--- config.mk ---
export PLATFORM = sky130hd
export DESIGN_NAME = erythcrypt_decrypt
export DESIGN_NICKNAME = d
export VERILOG_FILES = /design/src/rtl/arythcrypt_pkg.sv /design/src/rtl/arythcrypt_inv_round.sv /design/src/rtl/erythcrypt_decrypt.sv
export SDC_FILE = /design/constraint.sdc
export NUM_CORES = 1
export LEC_CHECK = 0
export CAP_MARGIN = 5
export CORE_UTILIZATION = 40
export DETAILED_ROUTE_END_ITERATION = 16
export HOLD_SLACK_MARGIN = 0.15
export PLACE_DENSITY_LB_ADDON = 0.08
export SKIP_LAST_GASP = 1
export SYNTH_ARGS = -nofsm -noshare
export SYNTH_HDL_FRONTEND = slang
export SYNTH_SLANG_ARGS = --single-unit
--- constraint.sdc ---
create_clock -name CLK -period 3.7 [get_ports CLK]
set_input_delay 0.555 -clock CLK [delete_from_list [all_inputs] [get_ports CLK]]
set_output_delay 0.555 -clock CLK [all_outputs]
set_load 0.02 [all_outputs]
--- src/rtl/arythcrypt_pkg.sv ---
// rtl/arythcrypt_pkg.sv - shared op/state encodings and Control field layout for the arythcrypt cores
package arythcrypt_pkg;

  typedef enum logic [1:0] {
    OP_XOR    = 2'b00,
    OP_ADD    = 2'b01,
    OP_SUB    = 2'b10,
    OP_ROTXOR = 2'b11
  } op_e;

  typedef enum logic [1:0] {
    ST_IDLE = 2'b00,
    ST_RUN  = 2'b01,
    ST_DONE = 2'b10
  } state_e;

  localparam int CTRL_OP_LSB  = 0;
  localparam int CTRL_OP_MSB  = 1;
  localparam int CTRL_RND_LSB = 2;
  localparam int CTRL_RND_MSB = 3;

  localparam logic [7:0] KEY_STEP_DEF = 8'h01;

endpackage

--- src/rtl/arythcrypt_inv_round.sv ---
// rtl/arythcrypt_inv_round.sv - one combinational inverse cipher round
// ARYTHCRYPT_DEC_ROTXOR_EN builds the right-rotator; otherwise op 11 decodes as XOR.
module arythcrypt_inv_round
  import arythcrypt_pkg::*;
(
  input  logic [7:0] data_i,
  input  logic [7:0] key_i,
  input  logic [1:0] op_i,
  output logic [7:0] data_o
);

`ifdef ARYTHCRYPT_DEC_ROTXOR_EN
  logic [7:0]  mix;
  logic [15:0] dbl;

  always_comb begin
    mix = data_i ^ key_i;
    dbl = {mix, mix} >> key_i[2:0];
  end
`endif

  always_comb begin
    data_o = data_i ^ key_i;
    case (op_e'(op_i))
      OP_ADD:    data_o = data_i - key_i;
      OP_SUB:    data_o = data_i + key_i;
`ifdef ARYTHCRYPT_DEC_ROTXOR_EN
      OP_ROTXOR: data_o = dbl[7:0];
`endif
      default:   data_o = data_i ^ key_i;
    endcase
  end

endmodule

--- src/rtl/erythcrypt_decrypt.sv ---
// rtl/erythcrypt_decrypt.sv - iterative decryption core, one inverse round per clock
// Option: ARYTHCRYPT_DEC_ROTXOR_EN enables the ROTXOR inverse in arythcrypt_inv_round.
module erythcrypt_decrypt
  import arythcrypt_pkg::*;
#(
  parameter logic [7:0] KEY_STEP = KEY_STEP_DEF
) (
  input  logic       CLK,
  input  logic       Reset,
  input  logic [7:0] I1,
  input  logic [7:0] I2,
  input  logic [3:0] Control,
  input  logic       Start,
  output logic       Busy,
  output logic       Done,
  output logic [7:0] OUTPUT
);

  state_e     state_q;
  logic [7:0] data_q;
  logic [7:0] key_q;
  logic [1:0] op_q;
  logic [1:0] cnt_q;
  logic [7:0] out_q;
  logic       busy_q;
  logic       done_q;

  logic [7:0] rkey_d;
  logic [7:0] data_d;

  // Rounds run last-to-first, so the round key is derived from the down-counter.
  always_comb begin
    rkey_d = key_q + 8'({6'b0, cnt_q} * KEY_STEP);
  end

  arythcrypt_inv_round u_inv_round (
    .data_i (data_q),
    .key_i  (rkey_d),
    .op_i   (op_q),
    .data_o (data_d)
  );

  always_ff @(posedge CLK) begin
    if (Reset) begin
      state_q <= ST_IDLE;
      data_q  <= 8'h00;
      key_q   <= 8'h00;
      op_q    <= 2'b00;
      cnt_q   <= 2'b00;
      out_q   <= 8'h00;
      busy_q  <= 1'b0;
      done_q  <= 1'b0;
    end else begin
      case (state_q)
        ST_IDLE: begin
          done_q <= 1'b0;
          if (Start) begin
            data_q  <= I1;
            key_q   <= I2;
            op_q    <= Control[CTRL_OP_MSB:CTRL_OP_LSB];
            cnt_q   <= Control[CTRL_RND_MSB:CTRL_RND_LSB];
            busy_q  <= 1'b1;
            state_q <= ST_RUN;
          end
        end
        ST_RUN: begin
          data_q <= data_d;
          cnt_q  <= cnt_q - 2'd1;
          if (cnt_q == 2'd0) begin
            out_q   <= data_d;
            busy_q  <= 1'b0;
            done_q  <= 1'b1;
            state_q <= ST_DONE;
          end
        end
        ST_DONE: begin
          done_q  <= 1'b0;
          state_q <= ST_IDLE;
        end
        default: begin
          busy_q  <= 1'b0;
          done_q  <= 1'b0;
          state_q <= ST_IDLE;
        end
      endcase
    end
  end

  assign Busy   = busy_q;
  assign Done   = done_q;
  assign OUTPUT = out_q;

endmodule

# Word-level counts from Yosys, hierarchy flattened
# Cells that the tools add are included.
[word_totals]
regBits = 32
inputBits = 23
[classes]
addsub = 4
eq_ne = 6
muxes = 11
n_bitwise = 3
n_reduce_logical = 9
[op_table]
columns = ["cell", "count"]
rows = [
  ["$pmux W8 S2", 2],
  ["$add A8 B2 Y8", 1],
  ["$add A8 B8 Y8", 1],
  ["$mux W8", 1],
  ["$pmux W2 S2", 2],
  ["$reduce_and A2 Y1", 4],
  ["$sub A8 B8 Y8", 1],
  ["$xor A8 B8 Y8", 1],
  ["$mux W2", 3],
  ["$eq A2 B1 Y1 const B", 2],
  ["$eq A2 B2 Y1 const B", 2],
  ["$logic_not A2 Y1", 2],
  ["$ne A2 B2 Y1 const B", 2],
  ["$pmux W1 S3", 1],
  ["$reduce_and A3 Y1", 1],
  ["$mux W1", 2],
  ["$not A1 Y1", 2],
  ["$reduce_bool A2 Y1", 1],
  ["$reduce_or A2 Y1", 1],
  ["$sub A2 B1 Y2 const B", 1],
]

# Depth between registers and ports, before layout
[logic_depth]
ltp_word = 4
ltp_mapped = 15
mapped_depth_nobuf = 15

# Modules after synthesis
# A second synthesis with hierarchy kept.
[unflattened]
cells_unflattened = 245
hier_area_um2 = 2039.5
[by_module_without_submodules]
columns = ["mod", "n_inst", "cells_each", "area_each_um2", "seq_area_each_um2"]
rows = [
  ["erythcrypt_decrypt", 1, 167, 1461.4, 640.6],
  ["arythcrypt_inv_round", 1, 78, 578.1, 0.0],
]

# Worst setup path after synthesis
# Ideal clock, no wire load.
[synth_path]
path_type = "register to register"
startpoint = "register cnt_q[0]"
endpoint = "register data_q[7]"
setup_ns = 0.086
arrival_ns = 3.195
required_ns = 3.614
slack_ns = 0.420
path_stages_with_launch = 16
synth_period_minus_slack_ns = 3.280
cell_sequence = "dfxtp_1 > ha_1 > inv_1 > fa_1 > xor2_1 > and3_1 > a31oi_1 > xnor2_1 > ha_1 > a21oi_1 > nand2_1 > o21ai_0 > a311oi_1 > a311oi_1 > xnor2_1 > a211oi_1"
[synth_via]
elab_chain_cells = 4
[synth_rtl]
columns = ["item", "line", "rtl"]
rows = [
  ["start, declared", "erythcrypt_decrypt.sv:23", "logic [1:0] cnt_q;"],
  ["start signal, assigned", "erythcrypt_decrypt.sv:61", "cnt_q <= Control[CTRL_RND_MSB:CTRL_RND_LSB];"],
  ["start signal, assigned", "erythcrypt_decrypt.sv:68", "cnt_q <= cnt_q - 2'd1;"],
  ["$add A8 B2 Y8 (*)", "erythcrypt_decrypt.sv:33", "rkey_d = key_q + 8'({6'b0, cnt_q} * KEY_STEP);"],
  ["$add A8 B8 Y8, or another cell as far along", "arythcrypt_inv_round.sv:26", "OP_SUB: data_o = data_i + key_i;"],
  ["$pmux W8 S2 (*)", "arythcrypt_inv_round.sv:24", "case (op_e'(op_i))"],
  ["$pmux W8 S2 (*)", "erythcrypt_decrypt.sv:54", "case (state_q)"],
  ["end signal, assigned", "erythcrypt_decrypt.sv:67", "data_q <= data_d;"],
  ["end, declared", "erythcrypt_decrypt.sv:20", "logic [7:0] data_q;"],
]
# Mark *: on every way between the ends. The rest lies on a longest branch, timed or not.
# A chain may end at the register's enable or synchronous reset.

# Final worst setup path
[layout_path]
startpoint = "register cnt_q[0]"
endpoint = "register out_q[7] (netlist: OUTPUT[7])"
[layout_via]
elab_chain_cells = 3
[layout_rtl]
columns = ["item", "line", "rtl"]
rows = [
  ["$add A8 B2 Y8", "erythcrypt_decrypt.sv:33", ""],
  ["$add A8 B8 Y8, or another cell as far along", "arythcrypt_inv_round.sv:26", ""],
  ["$pmux W8 S2", "arythcrypt_inv_round.sv:24", ""],
  ["end signal, assigned", "erythcrypt_decrypt.sv:70", "out_q <= data_d;"],
  ["end, declared", "erythcrypt_decrypt.sv:24", "logic [7:0] out_q;"],
]
# Parallel ways exist; a longest one is shown, timed or not.

==> impl_summary.txt <==
----------------------------------------------------
[Placed design]
  Dpl hpwl ... ~3800 um
  Last weighted congestion value of the routability-driven placer ... 0.808
  Count of input and output buffers ... 32

[Global route]
  Number of antenna violations at the first check in global routing ... 0
  Congestion Overflow GR ... 0
  First-pass GRT wire length ... between 8000 and 9000 um
  Via count of the first global-routing pass ... 1,725
  Gr usage total ... between 20% and 30%
  Largest net degree at the start of global routing ... 17

[Clock tree]
  H-tree levels ... 2
  Clk sink count ... 32
  Hold Buf Count CTS ... 0
  Bufs on Longest Clock Path ... 2
  CTS buffer count ... 5
  Clock root buffer master ... sky130_fd_sc_hd__clkbuf_8
  Clock network latency to the later pin of the worst-skew pair ... approximately 0.29 ns
  TritonCTS clock tree ... built
  Worst-path clk slew ... 0.07 ns

[Floorplan]
  Core Footprint ... between 0.004 and 0.005 mm2
  Effective utilization at floorplan ... a little over two fifths
  Die Footprint ... between 0.005 and 0.006 mm2
  Number of cell rows ... 25
  I/O pin count ... 33
  Horizontal extent of the die ... roughly 73 um
  Chip height ... ~73 um

[Yosys]
  Net count after synthesis ... 290
  Combinational family with the most area after synthesis ... compound AO/OA/AOI/OAI gates
  Share of flip-flops with an asynchronous set or reset after synthesis ... 0%
  Number of storage elements in the synthesis netlist ... 32
  Cell accounting for the most synthesized area ... sky130_fd_sc_hd__dfxtp_1
  Synth cell types ... 40
  Register area share after synthesis ... around a third
  Compound-gate portion of the synthesized area ... 22.3%
  Post-synthesis share of cell area spent on and, or, nand and nor gates ... 18.3%
  Share of synthesized area spent on multiplexers ... 2.46%
  Number of synthesized flops with an enable pin ... 0
  Avg Cell Area, Syn ... roughly 8.1 um2
  Area share of the largest cell type after synthesis ... 31.5%
  Synthesized-area fraction occupied by adder cells ... about 10%
  Post-Syn Instances ... about 250
  Netlist area before placement ... 0.00203 mm2
  Top cells by area in the synthesized netlist ... sky130_fd_sc_hd__dfxtp_1 (32%), sky130_fd_sc_hd__ha_1 (8.0%), sky130_fd_sc_hd__xnor2_1 (7.8%)
  Yosys warnings ... 0
  Predominant post-synthesis flop cell ... sky130_fd_sc_hd__dfxtp_1
  Fraction of synthesized cell area in xor and xnor cells ... between 10% and 20%

[Power and ir drop]
  Logic pwr share ... a little over two fifths
  Final Total Pwr ... about 0.0012 W
  Sequential share of power ... a little over a third
  Switching power summed over all nets ... 0.000444 W
  Clock network fraction of design power ... 23.5%
  Switching fraction of total power ... between 30% and 40%
  Total power divided by cell area ... approximately 480 mW/mm2
  Worst IR drop on VDD ... about 270 uV
  Static leakage ... approximately 1 nW
  Int Pwr ... ~0.00076 W

[Timing]
  Final Cycle Share ... a little over nine tenths
  Finish-stage setup viols ... 0
  Pins Over Slew Limit ... 0
  Achievable clock frequency ... around 290 MHz
  Largest clock skew in the final design ... 0.00655 ns
  Count of final hold-check violations ... 0
  Shortest period the worst path allows ... approximately 3.5 ns
  Relative max-transition margin ... 46.9%
  Worst-margin pin slew ... just under 0.8 ns

[Drt]
  First-iteration detailed-routing DRC count ... 92
  Number of remaining DRC errors ... 0
  Remaining antenna violation count ... 0
  TritonRoute pass-1 iters ... 4
  Routed wire per std cell ... 14.7 um
  Detail-routed via count per cell ... between 5 and 6
  Number of vias in the routed layout ... around 1,800
  Sum of routed wire length over all layers ... between 5000 and 6000 um

[Status]
  Run status ... complete, no violations

[Setup path]
  Kind of critical path ... reg -> reg
  Data arrival time of the critical path ... between 3 and 4 ns
  Cell-by-cell listing of the critical path ... ha_1 > inv_1 > fa_2 > ha_1 > and3_1 > a31oi_1 > xnor2_1 > ha_1 > a21oi_1 > nand2_1 > o21ai_0 > a311oi_1 > a311oi_1 > xnor2_1 > a211oi_1
  Data required time of the critical path ... 3.91 ns
  CP Max Fanout ... 5
  CP delay by family, top ... adder cells
  Highest-delay cell along the critical path ... sky130_fd_sc_hd__fa_2
  Critical Path Source Type ... register
  Worst path buffer plus inverter count ... 1
  Most numerous cell on the critical path ... sky130_fd_sc_hd__ha_1
  CP Capture Type ... register
  Stage delay of the slowest cell on the critical path ... 0.58 ns

[Final layout]
  Share of final-layout standard cells stronger than drive strength 1 ... between 8 and 9%
  Filler instances ... between 500 and 600
  Number of nets in the final layout ... around 320
  Growth of design area from synthesis to finish ... 24.3%
  Final Util ... 52.5%
  N_diodes ... 0

[Worst hold path]
  Path class of the lowest-slack min-delay path ... reg -> reg

[Job]
  Maximum Capacitance Violations ... 0

----------------------------------------------------
routing by layer:
metal  vias up  routed length (um)  global-route usage (%)
met5         -                   0                       0
met1       848                2620                    29.5
met3         7                 144                    6.04
met2        23                2310                    32.1
li1        938                   -                       -
met4         0                  84                    7.05
worst min-delay path, cell delays in order (launching register included):
cell and delay (ns):
sky130_fd_sc_hd__dfxtp_1 0.31, sky130_fd_sc_hd__nand2_1 0.05, sky130_fd_sc_hd__a21oi_1 0.05
flip-flops by register name (all words and copies together) (netlist names):
signal,count
data_q,8
Done,1
Busy,1
cnt_q,2
OUTPUT,8
state_q,2
op_q,2
key_q,8
through the flow:
| step | hold WS (ns) | TNS, ns | setup slack [ns] | instances | instance area (um2) |
|---|---|---|---|---|---|
| after floorplan | 0.436 | 0 | 0.420 | 252 | 2030 |
| after detailed placement | 0.448 | 0 | 0.127 | 342 | 2400 |
| after global placement | 0.452 | 0 | 0.265 | 342 | 2400 |
| after global routing | 0.489 | -0.00228 | -0.00228 | 351 | 2530 |
| after CTS | 0.458 | 0 | 0.106 | 350 | 2500 |
| final | 0.454 | 0 | 0.216 | 351 | 2530 |
logic make-up (layout without fill, tap and decap cells):
group                    Yosys count  in the layout
AO/OA/AOI/OAI                     68             68
XOR/XNOR                          23             23
multiplexers                       5              5
adder cells (fa/ha/maj)           15             15
flip-flops                        32             32
AND/OR/NAND/NOR                   84             84
buffers and inverters             25             57
layout make-up:
type / instances / area (um2) / share of cell area [%]
Sequential cell: 32 / 641 / 25.3
Tap cell: 67 / 83.8 / 3.32
Clock buffer: 6 / 82.6 / 3.27
Inverter: 13 / 48.8 / 1.93
Timing Repair Buffer: 36 / 350 / 13.9
Multi-Input combinational cell: 195 / 1310 / 51.9
Clock inverter: 2 / 10.0 / 0.396
placed cells by master, fill, tap and decap left out, types with 4 or more instances in the layout:
cell type and n:
sky130_fd_sc_hd__dfxtp_1 32, sky130_fd_sc_hd__nor2_1 32, sky130_fd_sc_hd__clkdlybuf4s50_1 32, sky130_fd_sc_hd__nand2_1 31
sky130_fd_sc_hd__a21oi_1 27, sky130_fd_sc_hd__xnor2_1 17, sky130_fd_sc_hd__inv_1 13, sky130_fd_sc_hd__ha_1 13
sky130_fd_sc_hd__a211oi_1 10, sky130_fd_sc_hd__o21ai_0 6, sky130_fd_sc_hd__clkbuf_8 6, sky130_fd_sc_hd__nand2b_1 5
sky130_fd_sc_hd__mux2i_1 5, sky130_fd_sc_hd__buf_4 4
cells in the mapped netlist (2+ instances only):
master and number:
sky130_fd_sc_hd__xor2_1 4, sky130_fd_sc_hd__nand2_1 31, sky130_fd_sc_hd__nor2_1 32, sky130_fd_sc_hd__buf_2 2, sky130_fd_sc_hd__nand3_1 3, sky130_fd_sc_hd__ha_1 13, sky130_fd_sc_hd__nand2b_1 5, sky130_fd_sc_hd__o21bai_1 3
sky130_fd_sc_hd__xnor2_1 18, sky130_fd_sc_hd__a21oi_1 27, sky130_fd_sc_hd__inv_1 13, sky130_fd_sc_hd__nor2b_1 2, sky130_fd_sc_hd__dfxtp_1 32, sky130_fd_sc_hd__a21o_1 3, sky130_fd_sc_hd__mux2i_1 5, sky130_fd_sc_hd__a31oi_1 2
sky130_fd_sc_hd__nor3b_1 2, sky130_fd_sc_hd__o221a_2 2, sky130_fd_sc_hd__a311oi_1 2, sky130_fd_sc_hd__o22a_1 2, sky130_fd_sc_hd__a211oi_1 11, sky130_fd_sc_hd__fa_1 2, sky130_fd_sc_hd__and3_1 3, sky130_fd_sc_hd__o22ai_1 2
sky130_fd_sc_hd__nor3_1 3, sky130_fd_sc_hd__o21ai_0 6, sky130_fd_sc_hd__clkbuf_1 9
power groups by stage:
| stage | Clock [W] | Sequential [W] | Combinational [W] |
|---|---|---|---|
| floorplan | 0 | 0.000425 | 0.000358 |
| global placement | 0 | 0.000425 | 0.000488 |
| detailed placement | 0 | 0.000426 | 0.000488 |
| CTS | 0.000289 | 0.000418 | 0.000493 |
| global route | 0.000305 | 0.000424 | 0.000559 |
| finish | 0.000284 | 0.000419 | 0.000504 |
path summary, 6_finish.rpt:
| check | cells after the start | slack [ns] | to | from |
|---|---|---|---|---|
| worst min register to register | 2 | 0.45 | op_q[0]$_SDFFE_PP0P_ | op_q[0]$_SDFFE_PP0P_ |
| worst min-delay path | 2 | 0.45 | op_q[0]$_SDFFE_PP0P_ | op_q[0]$_SDFFE_PP0P_ |
| worst max-delay path | 15 | 0.22 | OUTPUT[7]$_SDFFE_PP0P_ | cnt_q[0]$_SDFFE_PP0P_ |
| worst max register to register | 15 | 0.22 | OUTPUT[7]$_SDFFE_PP0P_ | cnt_q[0]$_SDFFE_PP0P_ |
repair_timing:
item	in CTS	in global routing
resized for setup	0	4
endpoints found under the hold margin	0	0
setup endpoints to repair	0	4
buffers inserted	0	1
Note: power is estimated with default switching activity, not from simulation.
